## src/rtl/pwm_decoder_pkg.sv

```systemverilog
// Shared definitions for the PWM decoder: FSM state encoding and pipeline timing.
package pwm_decoder_pkg;

    // Decoder FSM states: waiting for a low input, waiting for the first
    // rising edge, and measuring between consecutive rising edges.
    typedef enum logic [1:0] {
        IDLE    = 2'd0,
        ARMED   = 2'd1,
        MEASURE = 2'd2
    } state_e;

    // Clock edges from the edge that samples pwm_in high to the edge that
    // raises valid: two synchronizer flops, the edge register and the
    // output register.
    localparam int VALID_LATENCY = 4;

    // Flop stages ahead of the FSM. After reset these must refill with real
    // samples of the pin before the synchronized level can be trusted.
    localparam int SYNC_FILL = VALID_LATENCY - 1;

endpackage

```

## src/rtl/pwm_decoder_sync_edge.sv

```systemverilog
// Two-flop synchronizer for the asynchronous PWM input followed by a
// registered rising-edge detector. q and rise are aligned with each other:
// in the cycle where rise is high, q is already high.
module sync_edge (
    input  logic clk,
    input  logic rst,
    input  logic d_in,
    output logic q,
    output logic rise
);

    logic sync1_q;
    logic sync2_q;
    logic level_q;
    logic rise_q;

    // Synchronize the pin, delay it once more and register its rising edge.
    always_ff @(posedge clk or posedge rst) begin
        if (rst) begin
            sync1_q <= 1'b0;
            sync2_q <= 1'b0;
            level_q <= 1'b0;
            rise_q  <= 1'b0;
        end else begin
            sync1_q <= d_in;
            sync2_q <= sync1_q;
            level_q <= sync2_q;
            rise_q  <= sync2_q & ~level_q;
        end
    end

    assign q    = level_q;
    assign rise = rise_q;

endmodule

```

## src/rtl/pwm_decoder.sv

```systemverilog
// PWM decoder: measures the spacing between rising edges of pwm_in and the
// number of high cycles inside each period, with timeout and stale flags.
module pwm_decoder
    import pwm_decoder_pkg::*;
#(
    parameter int CNT_WIDTH = 16
) (
    input  logic                 clk,
    input  logic                 rst,
    input  logic                 pwm_in,
    output logic [CNT_WIDTH-1:0] period,
    output logic [CNT_WIDTH-1:0] high_time,
    output logic                 valid,
    output logic                 timeout,
    output logic                 stale
);

    localparam logic [CNT_WIDTH-1:0] CNT_ONE     = CNT_WIDTH'(1);
    localparam logic [CNT_WIDTH-1:0] CNT_MAX     = {CNT_WIDTH{1'b1}};
    localparam logic [1:0]           SETTLE_DONE = 2'(SYNC_FILL);

    logic level;
    logic rise;

    state_e               state_q,     state_d;
    logic [1:0]           settle_q,    settle_d;
    logic [CNT_WIDTH-1:0] periodCnt_q, periodCnt_d;
    logic [CNT_WIDTH-1:0] highCnt_q,   highCnt_d;
    logic [CNT_WIDTH-1:0] period_q,    period_d;
    logic [CNT_WIDTH-1:0] highTime_q,  highTime_d;
    logic                 valid_q,     valid_d;
    logic                 timeout_q,   timeout_d;
    logic                 stale_q,     stale_d;

    logic settled;
    logic saturated;

    sync_edge u_sync_edge (
        .clk  (clk),
        .rst  (rst),
        .d_in (pwm_in),
        .q    (level),
        .rise (rise)
    );

    // Right after reset the synchronizer holds zeros rather than real pin
    // samples, so a pin that is already high would look low for a few
    // cycles and then produce a false edge. IDLE ignores the level until
    // the pipeline has refilled.
    assign settled   = (settle_q == SETTLE_DONE);
    assign saturated = (periodCnt_q == CNT_MAX);

    // State register.
    always_ff @(posedge clk or posedge rst) begin
        if (rst) begin
            state_q <= IDLE;
        end else begin
            state_q <= state_d;
        end
    end

    // Next-state logic; a rising edge always beats counter saturation.
    always_comb begin
        state_d = state_q;
        case (state_q)
            IDLE: begin
                if (settled && !level) begin
                    state_d = ARMED;
                end
            end
            ARMED: begin
                if (rise) begin
                    state_d = MEASURE;
                end
            end
            MEASURE: begin
                if (!rise && saturated) begin
                    state_d = IDLE;
                end
            end
            default: state_d = IDLE;
        endcase
    end

    // Datapath and output next values. The edge cycle counts as the first
    // (high) cycle of the new period, so the counters reload to one.
    always_comb begin
        settle_d    = settled ? settle_q : settle_q + 2'd1;
        periodCnt_d = periodCnt_q;
        highCnt_d   = highCnt_q;
        period_d    = period_q;
        highTime_d  = highTime_q;
        valid_d     = 1'b0;
        timeout_d   = 1'b0;
        stale_d     = stale_q;
        case (state_q)
            ARMED: begin
                if (rise) begin
                    periodCnt_d = CNT_ONE;
                    highCnt_d   = CNT_ONE;
                end
            end
            MEASURE: begin
                if (rise) begin
                    period_d    = periodCnt_q;
                    highTime_d  = highCnt_q;
                    valid_d     = 1'b1;
                    stale_d     = 1'b0;
                    periodCnt_d = CNT_ONE;
                    highCnt_d   = CNT_ONE;
                end else if (saturated) begin
                    timeout_d   = 1'b1;
                    stale_d     = 1'b1;
                    periodCnt_d = '0;
                    highCnt_d   = '0;
                end else begin
                    periodCnt_d = periodCnt_q + CNT_ONE;
                    highCnt_d   = highCnt_q + CNT_WIDTH'(level);
                end
            end
            default: begin
            end
        endcase
    end

    // Counter, result and strobe registers.
    always_ff @(posedge clk or posedge rst) begin
        if (rst) begin
            settle_q    <= 2'd0;
            periodCnt_q <= '0;
            highCnt_q   <= '0;
            period_q    <= '0;
            highTime_q  <= '0;
            valid_q     <= 1'b0;
            timeout_q   <= 1'b0;
            stale_q     <= 1'b0;
        end else begin
            settle_q    <= settle_d;
            periodCnt_q <= periodCnt_d;
            highCnt_q   <= highCnt_d;
            period_q    <= period_d;
            highTime_q  <= highTime_d;
            valid_q     <= valid_d;
            timeout_q   <= timeout_d;
            stale_q     <= stale_d;
        end
    end

    assign period    = period_q;
    assign high_time = highTime_q;
    assign valid     = valid_q;
    assign timeout   = timeout_q;
    assign stale     = stale_q;

endmodule

```

## config.mk

```make
export PLATFORM = sky130hd
export DESIGN_NAME = pwm_decoder
export DESIGN_NICKNAME = d
export VERILOG_FILES = /design/src/rtl/pwm_decoder_pkg.sv /design/src/rtl/pwm_decoder_sync_edge.sv /design/src/rtl/pwm_decoder.sv
export SDC_FILE = /design/constraint.sdc
export NUM_CORES = 1
export LEC_CHECK = 0
export BUFFER_PORTS_ARGS = -buffer_cell sky130_fd_sc_hd__buf_2
export CORE_AREA = 4 4 98 100
export DETAILED_ROUTE_END_ITERATION = 16
export DIE_AREA = 0 0 102 104
export GPL_TIMING_DRIVEN = 0
export PLACE_DENSITY = 0.65
export SKIP_CTS_REPAIR_TIMING = 1
export SYNTH_ARGS = -nofsm -noshare
export SYNTH_HDL_FRONTEND = slang
export SYNTH_SLANG_ARGS = --single-unit
```

## constraint.sdc

```tcl
create_clock -name clk -period 3.3 [get_ports clk]
set_input_delay 0.66 -clock clk [delete_from_list [all_inputs] [get_ports clk]]
set_output_delay 0.66 -clock clk [all_outputs]
set_load 0.03 [all_outputs]
```

==> impl_metrics.csv, run 1 <==
group,metric,value,unit
run_status,status,"finished, final reports clean",
worst_setup_path,cp.required,3540,ps
floorplan,core_region_area,8680,um2
worst_setup_path,r2r_start,"periodCnt_q[0]",
placed_design,port_buffers,37,
floorplan,initial_core_util,39.3,%
sta,hold_viol_final,0,
grt,groute.usage.overall,15.2,%
power_and_ir_drop,p_seq_share,44.1,%
floorplan,rows,34,
synth,syn-num-nets,374,
power_and_ir_drop,p_leak,1.96,nW
detailed_routing,drtIter0Drc,152,
detailed_routing,via_count,2788,
clocking,cts-buffers-inserted,9,
synth,synth_area_leader_cell,"dfrtp_1",
clocking,cts_tree,"done",
worst_setup_path,path_common_cell,"o21ai_1",
power_and_ir_drop,sw_frac_of_total,34.8,%
worst_setup_path,crit_path_end_kind,"flop",
final_layout,area_growth_syn_to_layout,16.2,%
power_and_ir_drop,switchingPower,0.824,mW
clocking,cts_buffer_depth,2,
clocking,clk_latency,350,ps
floorplan,die_area,10600,um2
detailed_routing,drc,0,
power_and_ir_drop,p_comb_share,25.6,%
power_and_ir_drop,peakVddDrop,0.370,mV
placed_design,gp_congestion,0.845,
detailed_routing,routed_wl,7620,um
synth,ys_seq_area_share,55.0,%
clocking,cts.clk_slew.worst_paths,80,ps
worst_setup_path,rrSetupSlack,890,ps
grt,grt_max_degree,54,
worst_setup_path,cp_slowest_stage_delay,770,ps
synth,synthCells,367,
placed_design,dp_hpwl,5240,um
worst_setup_path,cp-start-kind,"flop",
placed_design,dp_cells,513,
final_layout,drive_above_1_share,19.5,%
synth,syn_avg_cell_area,9.30,um2
floorplan,dieHeight,104,um
worst_setup_path,cp_max_fo,10,
power_and_ir_drop,clockPowerShare,30.4,%
clocking,cts-root-buf,"clkbuf_8",
worst_setup_path,arrival,2650,ps
synth,ys_types,37,
sta,setup_violations,0,
final_layout,nets,423,
sta,slew_headroom,48.0,%
worst_setup_path,reg2regPathDepth,7,
sta,min_period_over_period,73.0,%
synth,synth_warnings,0,
detailed_routing,drt.antenna.violating_nets,0,
sta,final-max-slew-violation-count,0,
sta,fin_tns_setup,0,ps
detailed_routing,first_pass_iters,5,
final_layout,diodes,0,
grt,overflow,0,
grt,antenna_found_initial,0,
worst_setup_path,path_cells,"ha_1 > nand4_4 > o41ai_4 > buf_6 > a31oi_1 > o21ai_1 > o21ai_1",
synth,synth_seq_cells,75,
hold_path,hp-class,"in2async",
clocking,clock_sinks,75,
detailed_routing,route.detailed.vias_per_inst,5.27,
floorplan,die_x,102,um
worst_setup_path,worst-setup-path-type,"reg2reg",
synth,synth_area_leaders,"dfrtp_1, nand2_1, o21ai_1",
sta,rsz0062_at_grt,"false",
grt,grt_pass1_vias,2683,
job,max_cap_violations,0,
floorplan,pin_count,38,
worst_setup_path,r2r_end,"periodCnt_q[15]",
sta,skew,9.28,ps
power_and_ir_drop,power_density,597,nW/um2
sta,layout_min_cycle_time,2410,ps
worst_setup_path,path_buf_inv,1,
sta,tightest_slew,778,ps
worst_setup_path,cp_top_family,"compound AO/OA/AOI/OAI gates",
detailed_routing,wire_per_inst,14.4,um
grt,grt_first_pass_wirelength,13000,um
final_layout,final_cells,529,
sta,max_freq,415,MHz
synth,syn_area,3410,um2
clocking,htree_levels,3,
synth,synth_top_cell_area_share,55.0,%
worst_setup_path,slowest_stage,"o41ai_4",
power_and_ir_drop,p_int,1.54,mW
final cells by class:
class | count | area (um2)
clock buffer | 10 | 138
timing repair buffer | 38 | 213
tap | 108 | 135
buffer | 21 | 109
sequential | 75 | 1880
fill | 860 | 4710
multi-input combinational | 265 | 1410
clock inverter | 6 | 65.1
inverter | 6 | 25.0
synth_stat cells:
cell and instances:
nand2b_1 1, nor4_2 2, and4_1 2, nand3_1 17
nor3b_2 1, xnor2_1 1, nor3b_1 1, buf_6 2
o21ai_0 7, nor3_1 2, a22o_1 1, nor2b_1 3
nand4_1 12, nor2_2 1, clkbuf_1 7, o21bai_1 1
dfrtp_1 75, nor2_1 15, or2_1 1, o31ai_1 2
ha_1 4, inv_1 6, o311ai_1 1, o41ai_4 1
o21ai_1 40, mux2_2 5, a21o_1 1, a41oi_1 1
o211ai_1 1, nand2_1 110, xor2_1 5, nor4_1 2
a31oi_1 11, nand4_4 2, a21oi_1 10, buf_2 12
or2_2 1
metal layers:
metal  vias to the layer above  global-route usage (%)  part of all wire [%]
li1                       1369                       -                     -
met1                      1327                    20.5                    46
met2                        77                    23.7                    47
met3                        15                    3.29                   5.1
met4                         0                    5.81                   1.7
met5                         -                       0                     0
logic make-up after synthesis:
kind of cell | after synthesis | synth area share (%)
DFF | 75 | 55.0
AOI/OAI and AO/OA | 77 | 13.1
muxes | 5 | 1.65
and+or+nand+nor | 173 | 23.5
adders and majority gates | 4 | 1.47
buffers and inverters | 27 | 3.85
xor gates and xnor gates | 6 | 1.54
state kept, by name, summed over array words and instances (netlist names):
| register | count |
|---|---|
| high_time | 16 |
| stale | 1 |
| settle_q | 2 |
| valid | 1 |
| u_sync_edge.sync1_q | 1 |
| u_sync_edge.sync2_q | 1 |
| period | 16 |
| u_sync_edge.q | 1 |
| highCnt_q | 16 |
| u_sync_edge.rise | 1 |
| timeout | 1 |
| state_q | 2 |
| periodCnt_q | 16 |
cell usage in the layout, fill, tap and decap left out, drive strengths merged, types with 5 or more instances in the layout:
cell type,Yosys,routed
clkbuf,7,17
mux2,5,5
a31oi,11,11
nand4,14,14
nand2,110,110
a21oi,10,10
o21ai,47,47
xor2,5,5
dfrtp,75,75
buf,14,52
nand3,17,17
inv,6,6
nor2,16,16
stage by stage:
stage          hold WS, ps  total power, mW  utilization, %  setup slack, ps  cell area (um2)
4_1_cts                269             2.39            45.7              918             3970
5_1_grt                285             2.50            45.7              723             3970
6_report               259             2.37            45.7              891             3970
2_1_floorplan          331             1.49               -              730             3410
3_3_place_gp           339             1.65            43.0             -150             3730
3_5_place_dp           341             1.67            43.4              948             3760
power groups by stage:
stage / registers, mW / logic, mW / clock network, mW
floorplan: 1.11 / 0.381 / 0
global placement: 1.06 / 0.589 / 0
detailed placement: 1.06 / 0.604 / 0
CTS: 1.04 / 0.609 / 0.736
global route: 1.05 / 0.672 / 0.775
finish: 1.04 / 0.606 / 0.718
how the worst max path moves through the flow:
stage / startpoint / slack [ps] / cells after the start / to
final: periodCnt_q[0] / 890 / 7 / periodCnt_q[15]
after CTS: periodCnt_q[0] / 920 / 7 / periodCnt_q[15]
after global placement: rst / -150 / 2 / u_sync_edge.sync1_q
after detailed placement: periodCnt_q[0] / 950 / 7 / periodCnt_q[15]
after global routing: periodCnt_q[0] / 720 / 7 / periodCnt_q[15]
after floorplan: rst / 730 / 1 / highCnt_q[0]
(Power assumes the default switching activity.)
==> inputs of run 2 (changes only) <==
Clock period 3.3 ns to 2.5 ns, I/O delays scaled along.
==> run 2 against run 1 <==
Utilization increased by 0.35 points. Final area increased by 0.76%. Via count fell by 0.29%. Non-clock buffer count up 4. Critical path depth is the same. Sequential share of layout area is 0.36 points lower. Total power rose by 33%. Sequential power up 33%. Critical endpoint is now periodCnt_q[8]. Highest routed layer unchanged. Critical path type unchanged. Clock power up 31%. Sequential cell count is the same. Maximum frequency rose by 4.9%.
==> impl_metrics.csv, run 2 (synthesis gave the netlist of run 1 again) <==
group,metric,value,unit
worst_setup_path,cp-start-kind,"flop",
grt,grt_first_pass_wirelength,13000,um
grt,overflow,0,
power_and_ir_drop,p_comb_share,26.3,%
sta,final-max-slew-violation-count,0,
sta,rsz0062_at_grt,"false",
floorplan,core_region_area,8680,um2
power_and_ir_drop,peakVddDrop,0.488,mV
final_layout,area_growth_syn_to_layout,17.1,%
sta,fin_tns_setup,0,ps
clocking,cts_tree,"done",
detailed_routing,drt.antenna.violating_nets,0,
detailed_routing,drtIter0Drc,140,
power_and_ir_drop,clockPowerShare,29.9,%
placed_design,dp_hpwl,5240,um
clocking,cts-buffers-inserted,9,
job,max_cap_violations,0,
detailed_routing,drc,0,
clocking,cts.clk_slew.worst_paths,80,ps
power_and_ir_drop,power_density,788,nW/um2
sta,min_period_over_period,91.9,%
clocking,cts_buffer_depth,2,
floorplan,initial_core_util,39.3,%
grt,grt_pass1_vias,2683,
clocking,cts-root-buf,"clkbuf_8",
clocking,clock_sinks,75,
detailed_routing,routed_wl,7620,um
floorplan,die_x,102,um
worst_setup_path,crit_path_end_kind,"flop",
final_layout,nets,427,
hold_path,hp-class,"in2async",
placed_design,gp_congestion,0.845,
run_status,status,"finished, final reports clean",
power_and_ir_drop,switchingPower,1.09,mW
power_and_ir_drop,p_seq_share,43.8,%
sta,setup_violations,0,
power_and_ir_drop,p_int,2.06,mW
final_layout,drive_above_1_share,20.2,%
worst_setup_path,cp.required,2700,ps
floorplan,rows,34,
sta,fin_hold_ws,107,ps
worst_setup_path,cp_max_fo,10,
detailed_routing,via_count,2780,
sta,layout_min_cycle_time,2300,ps
floorplan,die_area,10600,um2
floorplan,pin_count,38,
floorplan,dieHeight,104,um
worst_setup_path,worst-setup-path-type,"reg2reg",
final_layout,utilization,46.0,%
detailed_routing,route.detailed.vias_per_inst,5.22,
final_layout,diodes,0,
final_layout,final_common_cell,"nand2_1",
worst_setup_path,arrival,2500,ps
final_layout,final_cell_mix,"nand2_1, dfrtp_1, buf_2",
sta,tightest_slew,833,ps
clocking,clk_latency,350,ps
grt,groute.usage.overall,15.2,%
grt,grt_max_degree,54,
sta,slew_headroom,44.3,%
sta,skew,8.11,ps
placed_design,port_buffers,37,
sta,hold_viol_final,0,
detailed_routing,first_pass_iters,4,
sta,max_freq,435,MHz
power_and_ir_drop,sw_frac_of_total,34.6,%
power_and_ir_drop,p_leak,1.98,nW
grt,antenna_found_initial,0,
detailed_routing,wire_per_inst,14.3,um
clocking,htree_levels,3,
## run 2: changes by cell type in the layout (fill, tap and decap cells not counted), sizes merged
cell,delta
buf,+4
## run 2: routing by layer
metal	vias to the layer above	wire, um	share of wire (%)	track usage [%]
li1	1372	-	-	-
met1	1324	3460	45	20.5
met2	77	3610	47	23.7
met3	7	458	6.0	3.29
met4	0	89	1.2	5.81
met5	-	0	0	0
## run 2: power by group through the flow
stage | Clock (mW) | Combinational (mW) | Sequential (mW)
after CTS | 0.972 | 0.804 | 1.38
after global routing | 1.02 | 0.916 | 1.39
after floorplan | 0 | 0.503 | 1.46
final | 0.942 | 0.828 | 1.38
after detailed placement | 0 | 0.797 | 1.40
after global placement | 0 | 0.778 | 1.39
## run 2: worst max-delay path, stage by stage (launching register included)
cell and delay (ps):
dfrtp_1 520, ha_1 310, nand4_4 190, nor4_2 470, nor2_1 180, buf_2 240, a21oi_1 180, a31oi_1 60
## run 2: final timing paths
check	startpoint	to	slack (ps)	cells past startpoint
worst max-delay path	periodCnt_q[0]	periodCnt_q[8]	200	7
worst min-delay path	rst	period[2]	110	2
worst max register to register	periodCnt_q[0]	periodCnt_q[8]	200	7
worst min register to register	u_sync_edge.sync1_q	u_sync_edge.sync2_q	360	0
max in group asynchronous	rst	u_sync_edge.sync1_q	1840	3
min in group clk	pwm_in	u_sync_edge.sync1_q	260	1
## run 2: through the flow
step                      cells  power (mW)  area (um2)  setup WS [ps]
final                       533        3.15        4000            204
after global placement      512        2.17        3730           -790
after CTS                   529        3.15        3970            118
after global routing        533        3.33        4000           64.3
after floorplan             367        1.97        3410           90.0
after detailed placement    513        2.20        3760            148
## run 2: cell type report
| class | instances | area, um2 |
|---|---|---|
| fill | 858 | 4680 |
| sequential | 75 | 1880 |
| multi-input combinational | 265 | 1410 |
| timing repair buffer | 42 | 243 |
| clock buffer | 10 | 138 |
| tap | 108 | 135 |
| buffer | 21 | 109 |
| clock inverter | 6 | 65.1 |
| inverter | 6 | 25.0 |
